`config.mk`:
```
export PLATFORM = sky130hd
export DESIGN_NAME = lsu_flat
export DESIGN_NICKNAME = d
export VERILOG_FILES = /design/src/rtl/lsu_pkg.sv /design/src/rtl/lsu_if.sv /design/src/rtl/lsu_byte_lane.sv /design/src/rtl/lsu.sv /design/src/flat_wrapper.sv
export SDC_FILE = /design/constraint.sdc
export NUM_CORES = 1
export LEC_CHECK = 0
export ABC_AREA = 0
export BUFFER_PORTS_ARGS = -buffer_cell sky130_fd_sc_hd__buf_2
export CAP_MARGIN = 20
export CORE_MARGIN = 4
export CORE_UTILIZATION = 57
export DETAILED_ROUTE_END_ITERATION = 16
export GPL_ROUTABILITY_DRIVEN = 0
export GPL_TIMING_DRIVEN = 0
export PLACE_DENSITY = 0.84
export SETUP_SLACK_MARGIN = 0.4
export SLEW_MARGIN = 20
export SYNTH_ARGS = -nofsm -noshare
export SYNTH_HDL_FRONTEND = slang
export SYNTH_HIERARCHICAL = 1
export SYNTH_SLANG_ARGS = --single-unit
```
`constraint.sdc`:
```
create_clock -name clk -period 4.55 [get_ports clk]
set_input_delay 0.91 -clock clk [delete_from_list [all_inputs] [get_ports clk]]
set_output_delay 0.91 -clock clk [all_outputs]
set_load 0.01 [all_outputs]
```
`src/rtl/lsu_pkg.sv`:
```
// lsu_pkg: FSM state encoding, default RAM geometry and byte-lane select values for the load/store unit
package lsu_pkg;
  localparam int LSU_WADDR_W = 10;
  localparam int LSU_DATA_W = 16;
  localparam logic LANE_LO = 1'b0;
  localparam logic LANE_HI = 1'b1;
  typedef enum logic [1:0] {IDLE, ACCESS, WRITE, RESP} state_t;
endpackage

```
`src/rtl/lsu_if.sv`:
```
// lsu_if: CPU-side request/response handshake (master = CPU memory stage, slave = lsu)
interface lsu_if #(
  parameter int WADDR_W = lsu_pkg::LSU_WADDR_W,
  parameter int DATA_W = lsu_pkg::LSU_DATA_W
);
  logic req_valid, req_ready, req_we, req_byte, req_signed;
  logic [WADDR_W:0] req_addr;
  logic [DATA_W-1:0] req_wdata;
  logic rsp_valid, rsp_ready, rsp_err;
  logic [DATA_W-1:0] rsp_rdata;
  modport master(
    output req_valid, req_we, req_byte, req_signed, req_addr, req_wdata, rsp_ready,
    input req_ready, rsp_valid, rsp_rdata, rsp_err
  );
  modport slave(
    input req_valid, req_we, req_byte, req_signed, req_addr, req_wdata, rsp_ready,
    output req_ready, rsp_valid, rsp_rdata, rsp_err
  );
endinterface

```
`src/rtl/lsu_byte_lane.sv`:
```
// lsu_byte_lane: word_i/lane_i/sgn_i/byte_i in; ext_o = selected lane sign/zero extended, mrg_o = word_i with lane replaced by byte_i
module lsu_byte_lane
  import lsu_pkg::*;
(
  input  logic [15:0] word_i,
  input  logic        lane_i,
  input  logic        sgn_i,
  input  logic [7:0]  byte_i,
  output logic [15:0] ext_o,
  output logic [15:0] mrg_o
);
  logic [7:0] b;
  always_comb begin
    b = lane_i == LANE_HI ? word_i[15:8] : word_i[7:0];
    ext_o = {{8{sgn_i & b[7]}}, b};
    mrg_o = lane_i == LANE_LO ? {word_i[15:8], byte_i} : {byte_i, word_i[7:0]};
  end
endmodule

```
`src/rtl/lsu.sv`:
```
// lsu: byte/word load-store FSM in front of a word RAM; ports clk, rst_n, bus (lsu_if.slave), ram_write_n/ram_addr/ram_wdata out, ram_rdata in; ACCESS spends one cycle presenting the address and samples the RAM in its second cycle
module lsu
  import lsu_pkg::*;
#(
  parameter int WADDR_W = LSU_WADDR_W,
  parameter int DATA_W = LSU_DATA_W
) (
  input  logic               clk,
  input  logic               rst_n,
  lsu_if.slave               bus,
  output logic               ram_write_n,
  output logic [WADDR_W-1:0] ram_addr,
  output logic [DATA_W-1:0]  ram_wdata,
  input  logic [DATA_W-1:0]  ram_rdata
);
  state_t state_q, state_d;
  logic settle_q, we_q, byte_q, sgn_q, lane_q, err_q, mis;
  logic [WADDR_W-1:0] addr_q;
  logic [DATA_W-1:0] wdata_q, rdata_q, wd_q, ext, mrg, wd;
  lsu_byte_lane u_lane (
    .word_i(ram_rdata),
    .lane_i(lane_q),
    .sgn_i(sgn_q),
    .byte_i(wdata_q[7:0]),
    .ext_o(ext),
    .mrg_o(mrg)
  );
  assign mis = !byte_q && lane_q;
  assign wd = byte_q ? mrg : wdata_q;
  always_comb begin
    state_d = state_q;
    state_d = state_q == IDLE   ? (bus.req_valid ? ACCESS : IDLE)
            : state_q == ACCESS ? (!settle_q ? ACCESS : (we_q && !mis) ? WRITE : RESP)
            : state_q == WRITE  ? RESP
            : bus.rsp_ready     ? IDLE : RESP;
  end
  always_ff @(posedge clk or negedge rst_n)
    if (!rst_n) state_q <= IDLE;
    else state_q <= state_d;
  always_ff @(posedge clk or negedge rst_n)
    if (!rst_n) begin
      settle_q <= 1'b0;
      we_q <= 1'b0;
      byte_q <= 1'b0;
      sgn_q <= 1'b0;
      lane_q <= 1'b0;
      err_q <= 1'b0;
      addr_q <= '0;
      wdata_q <= '0;
      rdata_q <= '0;
      wd_q <= '0;
    end else begin
      settle_q <= state_q == ACCESS && !settle_q;
      if (state_q == IDLE && bus.req_valid) begin
        we_q <= bus.req_we;
        byte_q <= bus.req_byte;
        sgn_q <= bus.req_signed;
        lane_q <= bus.req_addr[0];
        addr_q <= bus.req_addr[WADDR_W:1];
        wdata_q <= bus.req_wdata;
      end
      if (state_q == ACCESS && settle_q) begin
        err_q <= mis;
        rdata_q <= (mis || we_q) ? '0 : byte_q ? ext : ram_rdata;
        if (we_q && !mis) wd_q <= wd;
      end
    end
  assign bus.req_ready = state_q == IDLE;
  assign bus.rsp_valid = state_q == RESP;
  assign bus.rsp_rdata = rdata_q;
  assign bus.rsp_err = err_q;
  assign ram_write_n = state_q != WRITE;
  assign ram_addr = addr_q;
  assign ram_wdata = state_q == ACCESS ? wd : wd_q;
endmodule

```
`src/flat_wrapper.sv`:
```
// flat-port wrapper written by rule: the top's interface ports become plain ports
module lsu_flat import lsu_pkg::*;
#(
  parameter int WADDR_W = LSU_WADDR_W,
  parameter int DATA_W = LSU_DATA_W
)
  (clk, rst_n, ram_write_n, ram_addr, ram_wdata, ram_rdata, bus_req_valid, bus_req_we, bus_req_byte, bus_req_signed, bus_req_addr, bus_req_wdata, bus_rsp_ready, bus_req_ready, bus_rsp_valid, bus_rsp_rdata, bus_rsp_err);
  lsu_if #(.WADDR_W(WADDR_W), .DATA_W(DATA_W)) bus_i ();
  input  logic clk;
  input  logic rst_n;
  output logic ram_write_n;
  output logic [WADDR_W-1:0] ram_addr;
  output logic [DATA_W-1:0] ram_wdata;
  input  logic [DATA_W-1:0] ram_rdata;
  input wire logic [$bits(bus_i.req_valid)-1:0] bus_req_valid;
  input wire logic [$bits(bus_i.req_we)-1:0] bus_req_we;
  input wire logic [$bits(bus_i.req_byte)-1:0] bus_req_byte;
  input wire logic [$bits(bus_i.req_signed)-1:0] bus_req_signed;
  input wire logic [$bits(bus_i.req_addr)-1:0] bus_req_addr;
  input wire logic [$bits(bus_i.req_wdata)-1:0] bus_req_wdata;
  input wire logic [$bits(bus_i.rsp_ready)-1:0] bus_rsp_ready;
  output wire logic [$bits(bus_i.req_ready)-1:0] bus_req_ready;
  output wire logic [$bits(bus_i.rsp_valid)-1:0] bus_rsp_valid;
  output wire logic [$bits(bus_i.rsp_rdata)-1:0] bus_rsp_rdata;
  output wire logic [$bits(bus_i.rsp_err)-1:0] bus_rsp_err;
  assign bus_i.req_valid = bus_req_valid;
  assign bus_i.req_we = bus_req_we;
  assign bus_i.req_byte = bus_req_byte;
  assign bus_i.req_signed = bus_req_signed;
  assign bus_i.req_addr = bus_req_addr;
  assign bus_i.req_wdata = bus_req_wdata;
  assign bus_i.rsp_ready = bus_rsp_ready;
  assign bus_req_ready = bus_i.req_ready;
  assign bus_rsp_valid = bus_i.rsp_valid;
  assign bus_rsp_rdata = bus_i.rsp_rdata;
  assign bus_rsp_err = bus_i.rsp_err;
  lsu #(.WADDR_W(WADDR_W), .DATA_W(DATA_W)) u_core (.clk(clk), .rst_n(rst_n), .bus(bus_i), .ram_write_n(ram_write_n), .ram_addr(ram_addr), .ram_wdata(ram_wdata), .ram_rdata(ram_rdata));
endmodule
```
==> results.cfg, run 1 <==
[worst_setup_path]
start_kind = flip-flop
r2r_cells = 6
r2r_start = u_core/lane_q
worstSetupPathType = reg -> out
reg2reg_slack_ns = 3.01
worstPathArrival_ns = 1.94
crit_fanout = 10
end_kind = primary output
rr_endpoint = u_core/bus.rsp_rdata[15]
crit_required_ns = 3.64

[clocking]
path_clk_slew_ns = 0.07
cts_buffer_depth = 2
cts_setup_buffers = 0
cts_root_buf = clkbuf_8
cts_sinks = 66
clock_latency_ns = 0.34
tritoncts = done
cts_resized = 0
cts_hold_buf = 0
numCtsBuffers = 9
h-tree-depth = 3

[pwr]
cellLeakagePower_nw = 2.34
peakVddDrop_mv = 0.425
p_clk_share_pct = 18.8
p_comb_share_pct = 49.5
intPower_mw = 2.09
switching_share_pct = 36.2
seq_power_share_pct = 31.8
netSwitchingPower_mw = 1.19
powerDensity_nw_per_um2 = 747

[drt]
via_count = 2558
drc = 0
wire_per_inst_um = 17.1
via_per_inst = 5.33
routed_wl_mm = 8.20
drt_iter0_drc = 108
antenna_left = 0
dr.pass1.iters = 4

[logic_synthesis]
yosys.area_share.simple_pct = 6.21
synth_seq_cells = 66
synth_top_family_by_area = multiplexers
syn_nets = 343
synth-warning-count = 6
synth_compound_area_share_pct = 5.01
synth-xor-area-share_pct = 0
avgSynthCellArea_sq_um = 12.1
seq_area_frac_synth_pct = 46.6
synth.area.mux_share_pct = 34.0
netlist_area_sq_um = 3550
synthAdderAreaFrac_pct = 0
synthCells = 293
yosysUniqueCellTypes = 25

[timing]
setup_slack_ns = 1.70
rsz0062_at_grt = false
final-hold-violation-count = 0
tightestPinTransition_ns = 0.519
fmax_mhz = 351
final_period_minus_worst_setup_slack_ns = 2.85
relSlewSlack_pct = 65.4
skew_ns = 0.00994
tns_ns = 0
fin_crit_sh_pct = 62.6
maxSlewViolCount = 0
finalSetupViolations = 0

[floorplanning]
dieArea_sq_um = 7550
ioPinCount = 96
fp-row-count = 28
coreArea_sq_um = 5990
die_h_um = 86.9
die_w_um = 86.9
start_util_pct = 59.2

[global_route]
grt_pass1_vias = 2760
antenna_found_initial = 0
grt-ovfl-total = 0
grt_max_degree = 50
grt_pass1_wl_mm = 13.2
grt_use_total_pct = 23.2

[min_path]
min_path_type = in -> async

[placement]
pre_cts_ws_ns = 1.85
portBuffers = 95
dp_hpwl_mm = 6.03

[run_status]
outcome = complete, no violations

[flow_run]
drv_cap = 0

[layout]
final_cell_mix = 99 x buf_2, 66 x dfrtp_1, 48 x mux2i_1
final_common_cell = buf_2
area.growth.synth_to_final_pct = 24.0
diodes = 0
nNetsFinal = 450
drive_gt1_share_pct = 47.2
## cell usage after synthesis
master	number	share of area, %
dfrtp_1	66	47
mux2i_1	48	14
nand2_1	33	3.5
o21ai_0	33	4.7
mux2_4	31	13
mux2_2	23	7.3
inv_1	16	1.7
buf_4	7	1.5
buf_6	7	2.2
buf_2	5	0.71
buf_12	3	1.7
clkbuf_1	3	0.32
nor2_1	3	0.32
and2_4	2	0.49
nand2b_1	2	0.35
nand3b_1	2	0.42
a21o_1	1	0.21
a21oi_1	1	0.14
and2_1	1	0.18
and3_1	1	0.18
and3b_1	1	0.25
clkbuf_2	1	0.14
nand3_1	1	0.14
nor2_2	1	0.18
or2b_1	1	0.21
## cell families after synthesis
family	count (synthesis)
multiplexers	102
AND/OR/NAND/NOR	48
AO/OA/AOI/OAI	35
flip-flops	66
buffers and inverters	42
## critical path: stages (launching register included)
cell and delay [ns]:
dfrtp_1 0.40, buf_6 0.16, buf_6 0.16, mux2_2 0.35
mux2i_1 0.19, o21ai_0 0.15, buf_2 0.19
## layer usage
| layer | up-vias | share of wire [%] | GRT usage, % |
|---|---|---|---|
| met1 | 1237 | 41 | 27.3 |
| met5 | - | 0 | 0 |
| li1 | 1213 | - | - |
| met3 | 16 | 6.6 | 7.19 |
| met2 | 92 | 50 | 39.2 |
| met4 | 0 | 2.7 | 9.77 |
## worst max path at each step
stage,from,endpoint,slack [ns],cells after the start
4_1_cts,u_core/lane_q,ram_wdata[4],1.70,6
3_5_place_dp,ram_rdata[8],ram_wdata[8],1.85,5
5_1_grt,u_core/state_q[1],ram_wdata[8],1.59,5
6_report,u_core/lane_q,ram_wdata[4],1.70,6
2_1_floorplan,ram_rdata[0],ram_wdata[0],2.19,3
3_3_place_gp,ram_rdata[0],ram_wdata[0],1.89,5
## metrics by stage
step | area, sq um | util, % | total power [mW] | std cells | hold WS (ns)
global placement | 4120 | 68.7 | 2.59 | 463 | 0.456
global route | 4400 | 73.4 | 3.51 | 480 | 0.429
CTS | 4400 | 73.4 | 3.30 | 480 | 0.429
finish | 4400 | 73.4 | 3.29 | 480 | 0.433
detailed placement | 4150 | 69.2 | 2.67 | 464 | 0.466
floorplan | 3550 | - | 2.16 | 293 | 0.441
## state kept, by name, indices dropped and copies added, names as in the netlist
register	cells
u_core/ram_addr	10
u_core/bus.rsp_rdata	16
u_core/settle_q	1
u_core/we_q	1
u_core/wdata_q	16
u_core/lane_q	1
u_core/wd_q	16
u_core/sgn_q	1
u_core/byte_q	1
u_core/state_q	2
u_core/bus.rsp_err	1
## area by class of cell
type	instances	area (sq um)
multi-input cells	185	1600
plain buffers	26	233
fillers	414	1590
repair buffers	96	505
clock inverters	4	97.6
inverters	16	60.1
flip-flops and latches	66	1650
clock buffers	12	155
well taps	75	93.8
## power groups by stage
| stage | Combinational [mW] | Clock (mW) | Sequential [mW] |
|---|---|---|---|
| floorplan | 1.10 | 0 | 1.06 |
| global placement | 1.56 | 0 | 1.03 |
| detailed placement | 1.62 | 0 | 1.05 |
| CTS | 1.64 | 0.623 | 1.04 |
| global route | 1.78 | 0.652 | 1.08 |
| finish | 1.63 | 0.617 | 1.04 |
No activity file was read; power rests on OpenSTA's default activity.
==> inputs of run 2 (changes only) <==
Settings changed: CORE_UTILIZATION 57 to 53, PLACE_DENSITY 0.84 to 0.78.
Clock period 4.55 ns to 2.83 ns, I/O delays scaled along.
==> results.cfg, run 2 (synthesized netlist as in run 1, its figures left out) <==
[run_status]
outcome = complete, no violations

[drt]
dr.pass1.iters = 4
wire_per_inst_um = 16.7
drt_iter0_drc = 98
antenna_left = 0
via_per_inst = 5.22
via_count = 2559
drc = 0
routed_wl_mm = 8.17

[worst_setup_path]
crit_required_ns = 2.26
worstPathArrival_ns = 1.84
start_kind = flip-flop
worstSetupPathType = reg -> out
end_kind = primary output
crit_fanout = 10

[pwr]
intPower_mw = 3.27
cellLeakagePower_nw = 2.35
seq_power_share_pct = 32.2
p_comb_share_pct = 54.4
switching_share_pct = 37.4
peakVddDrop_mv = 0.628
powerDensity_nw_per_um2 = 1180
netSwitchingPower_mw = 1.96
power_mw = 5.23
p_clk_share_pct = 13.5

[timing]
tightestPinTransition_ns = 0.453
rsz0062_at_grt = true
tns_ns = 0
final_period_minus_worst_setup_slack_ns = 2.40
setup_slack_ns = 0.429
fin_crit_sh_pct = 84.8
maxSlewViolCount = 0
final-hold-violation-count = 0
fmax_mhz = 416
skew_ns = 0.0102
relSlewSlack_pct = 69.8
finalSetupViolations = 0

[clocking]
cts_root_buf = clkbuf_8
clock_latency_ns = 0.34
numCtsBuffers = 9
tritoncts = done
path_clk_slew_ns = 0.08
cts_hold_buf = 0
h-tree-depth = 3
cts_sinks = 66
cts_buffer_depth = 2

[min_path]
min_path_type = in -> async

[global_route]
grt_use_met1_pct = 26.9
top_usage_layer = met2
grt_use_total_pct = 20.4
grt_pass1_wl_mm = 13.1
grtUsageMet3_pct = 6.01
antenna_found_initial = 0
grt_pass1_vias = 2577
grt_max_degree = 35
grtUsageMet2_pct = 31.4
grt-ovfl-total = 0

[placement]
pre_cts_ws_ns = 0.734
portBuffers = 95
dp_hpwl_mm = 5.93

[layout]
final_cell_mix = 97 x buf_2, 66 x dfrtp_1, 40 x mux2i_1
nNetsFinal = 459
final_common_cell = buf_2
area.growth.synth_to_final_pct = 25.0
diodes = 0
drive_gt1_share_pct = 51.1

[floorplanning]
ioPinCount = 96
fp-row-count = 29
start_util_pct = 55.2
die_h_um = 89.8
coreArea_sq_um = 6420
dieArea_sq_um = 8070
die_w_um = 89.8

[flow_run]
drv_cap = 0
==> run 2: path summary, 6_finish.rpt <==
kind / from / endpoint / slack (ns) / cells past startpoint
min reg2reg: u_core/bus.rsp_rdata[14] / u_core/bus.rsp_rdata[14] / 0.48 / 2
max: u_core/lane_q / ram_wdata[4] / 0.43 / 6
min in group clk: bus_req_wdata[5] / u_core/wdata_q[5] / 0.45 / 2
min: rst_n / u_core/wd_q[4] / 0.18 / 1
max reg2reg: u_core/lane_q / u_core/wd_q[5] / 1.22 / 7
max in group asynchronous: rst_n / u_core/bus.rsp_rdata[11] / 2.12 / 2
==> run 2: through the flow <==
stage / area, sq um / utilization, % / instances / hold WS (ns)
finish: 4430 / 69.0 / 490 / 0.178
global route: 4430 / 69.0 / 490 / 0.205
global placement: 4120 / 64.1 / 465 / 0.456
CTS: 4330 / 67.4 / 483 / 0.177
detailed placement: 4140 / 64.5 / 466 / 0.469
floorplan: 3550 / - / 293 / 0.270
==> run 2: cell type report <==
type	count	area (sq um)
plain buffers	26	254
flip-flops and latches	66	1650
inverters	16	60.1
repair buffers	105	566
multi-input cells	185	1640
fillers	483	1990
clock inverters	3	15.0
well taps	77	96.3
clock buffers	12	155
==> run 2: per-layer routing <==
metal	part of all wire (%)	vias to the layer above
met3	6.1	15
met4	2.5	0
met1	43	1219
li1	-	1236
met2	48	89
met5	0	-
==> run 2: power by group through the flow <==
stage / Combinational, mW / Clock [mW] / Sequential [mW]
final: 2.84 / 0.704 / 1.68
after global routing: 3.07 / 0.760 / 1.74
after CTS: 2.64 / 0.718 / 1.67
after detailed placement: 2.60 / 0 / 1.68
after global placement: 2.52 / 0 / 1.65
after floorplan: 1.77 / 0 / 1.70
==> run 2: repair_timing <==
item | 4_1_cts | 5_1_grt
gates cloned | 0 | 0
gates resized for setup | 2 | 24
buffers inserted | 2 | 7
endpoints found under the setup margin | 7 | 15
==> run 2: critical path, stage by stage, from the launching register on <==
cell and delay [ns]:
dfrtp_1 0.37, buf_6 0.15, buf_12 0.14, mux2_2 0.34, mux2i_1 0.22, o21ai_1 0.11
buf_2 0.15
==> inputs of run 3 (changes only) <==
Settings changed: ABC_AREA 0 to 1.
Clock period 2.83 ns to 2.3 ns, I/O delays scaled along.
==> results.cfg, run 3 <==
[timing]
final_period_minus_worst_setup_slack_ns = 2.13
maxSlewViolCount = 0
rsz0062_at_grt = true
finalSetupViolations = 0
tns_ns = 0
hold_ws_ns = 0.000875
relSlewSlack_pct = 63.7
fmax_mhz = 470
skew_ns = 0.0110
final-hold-violation-count = 0
fin_crit_sh_pct = 92.5
tightestPinTransition_ns = 0.543

[clocking]
h-tree-depth = 3
clock_latency_ns = 0.36
cts_sinks = 66
cts_root_buf = clkbuf_8
numCtsBuffers = 9
cts_buffer_depth = 2
tritoncts = done
path_clk_slew_ns = 0.08

[global_route]
grt-ovfl-total = 0
grt_pass1_wl_mm = 16.2
antenna_found_initial = 0
grt_use_total_pct = 24.2
grt_pass1_vias = 3484
grt_max_degree = 43

[drt]
via_count = 3755
routed_wl_mm = 10.1
dr.pass1.iters = 5
drc = 0
drt_iter0_drc = 260
antenna_left = 0
wire_per_inst_um = 13.6
via_per_inst = 5.09

[placement]
place_inst = 705
dp_hpwl_mm = 6.95
portBuffers = 95

[logic_synthesis]
synth_edf_count = 0
synth_area_leaders = dfrtp_1 45%, nand2_1 34%, nand3_1 6.2%
synth_seq_cells = 66
synthArstFlopShare_pct = 100
yosysMostFrequentCell = nand2_1
syn_nets = 579
yosysUniqueCellTypes = 22
yosysTopAreaCell = dfrtp_1
seq_area_frac_synth_pct = 45.2
synth_flop_cell = dfrtp_1
netlist.area_leader.share_pct = 45.2
netlist_area_sq_um = 3660
avgSynthCellArea_sq_um = 6.91
ys_top_cells_by_count = 329 x nand2_1, 66 x dfrtp_1, 45 x nand3_1
synthCells = 529
synth-warning-count = 6

[floorplanning]
fp-row-count = 30
dieArea_sq_um = 8290
start_util_pct = 54.1
die_h_um = 91.1
ioPinCount = 96
coreArea_sq_um = 6760
die_w_um = 91.1

[run_status]
outcome = complete, no violations

[pwr]
powerDensity_nw_per_um2 = 1440
peakVddDrop_mv = 0.680
cellLeakagePower_nw = 2.87

[layout]
area.growth.synth_to_final_pct = 31.0
layout.cells.non_filler = 738
final_cell_mix = 304 x nand2_1, 105 x buf_2, 64 x dfrtp_1
n_fill_cell = 573
final_common_cell = nand2_1
diodes = 0
nNetsFinal = 703
drive_gt1_share_pct = 31.9

[worst_setup_path]
worstSetupPathType = reg -> out
start_kind = flip-flop
end_kind = primary output
crit_fanout = 5
crit_required_ns = 1.84
worstPathArrival_ns = 1.67

[flow_run]
drv_cap = 0

[min_path]
min_path_type = in -> async
==> run 3: cell families (layout without fill, tap and decap cells) <==
kind of cell	after synthesis	in the layout	share of synthesized area, %
simple gates	383	383	41.6
flops	66	66	45.2
compound gates	22	22	3.83
buf+inv	58	187	9.38
==> run 3: repair_timing <==
item	4_1_cts	5_1_grt
resized for setup	32	30
gates cloned	1	0
pin swaps	18	20
setup endpoints to repair	17	18
endpoints found under the hold margin	0	0
hold buffers	0	0
setup buffers	14	2
==> run 3: metrics by stage <==
stage	area [sq um]	setup slack, ns	power [mW]	utilization, %
after floorplan	3660	0.676	4.13	-
after global routing	4790	0.0812	7.43	70.9
after CTS	4680	0.208	6.62	69.2
after detailed placement	4250	0.417	5.14	63.0
final	4790	0.172	6.90	70.9
after global placement	4230	0.432	5.05	62.6
==> run 3: worst max-delay path, stage by stage, from the launching register on <==
cell	delay (ns)
dfrtp_2	0.42
buf_6	0.15
clkinv_8	0.07
buf_8	0.11
nand2_1	0.07
o21ai_1	0.10
nand2_1	0.09
nand2_2	0.10
nand2_1	0.06
nand2_1	0.05
buf_2	0.12
==> run 3: final timing paths <==
kind | from | end | slack [ns] | depth (start not counted)
worst max-delay path | u_core/lane_q | ram_wdata[5] | 0.17 | 10
worst min-delay path | rst_n | u_core/bus.rsp_rdata[15] | 0.0009 | 1
worst max register to register | u_core/lane_q | u_core/wd_q[12] | 0.33 | 16
worst min register to register | u_core/ram_addr[6] | u_core/ram_addr[6] | 0.47 | 2
max in group asynchronous | rst_n | u_core/state_q[0] | 1.76 | 2
min in group clk | bus_req_addr[8] | u_core/ram_addr[7] | 0.32 | 3
==> run 3: power by group <==
group	switching, mW	leakage [nW]	internal (mW)
clock network	0.487	0.110	0.619
registers	0.325	0.836	1.66
logic	2.25	1.92	1.56
==> run 3: area by class of cell <==
| cell class | count | area (sq um) | share of cell area (%) |
|---|---|---|---|
| multi-input combinational | 405 | 1770 | 36.9 |
| sequential | 66 | 1650 | 34.5 |
| timing repair buffer | 113 | 661 | 13.8 |
| buffer | 37 | 289 | 6.03 |
| clock buffer | 9 | 124 | 2.59 |
| clock inverter | 7 | 103 | 2.14 |
| tap | 80 | 100 | 2.09 |
| inverter | 21 | 93.8 | 1.96 |
==> run 3: per-layer routing <==
layer  routed length (um)  vias to the layer above  part of all wire, %  global-route usage, %
met4                  171                        0                  1.7                   7.04
met1                 4440                     1731                   44                   32.3
met5                    0                        -                    0                      0
met2                 4760                      138                   47                   39.5
li1                     -                     1864                    -                      -
met3                  682                       22                  6.8                   5.63
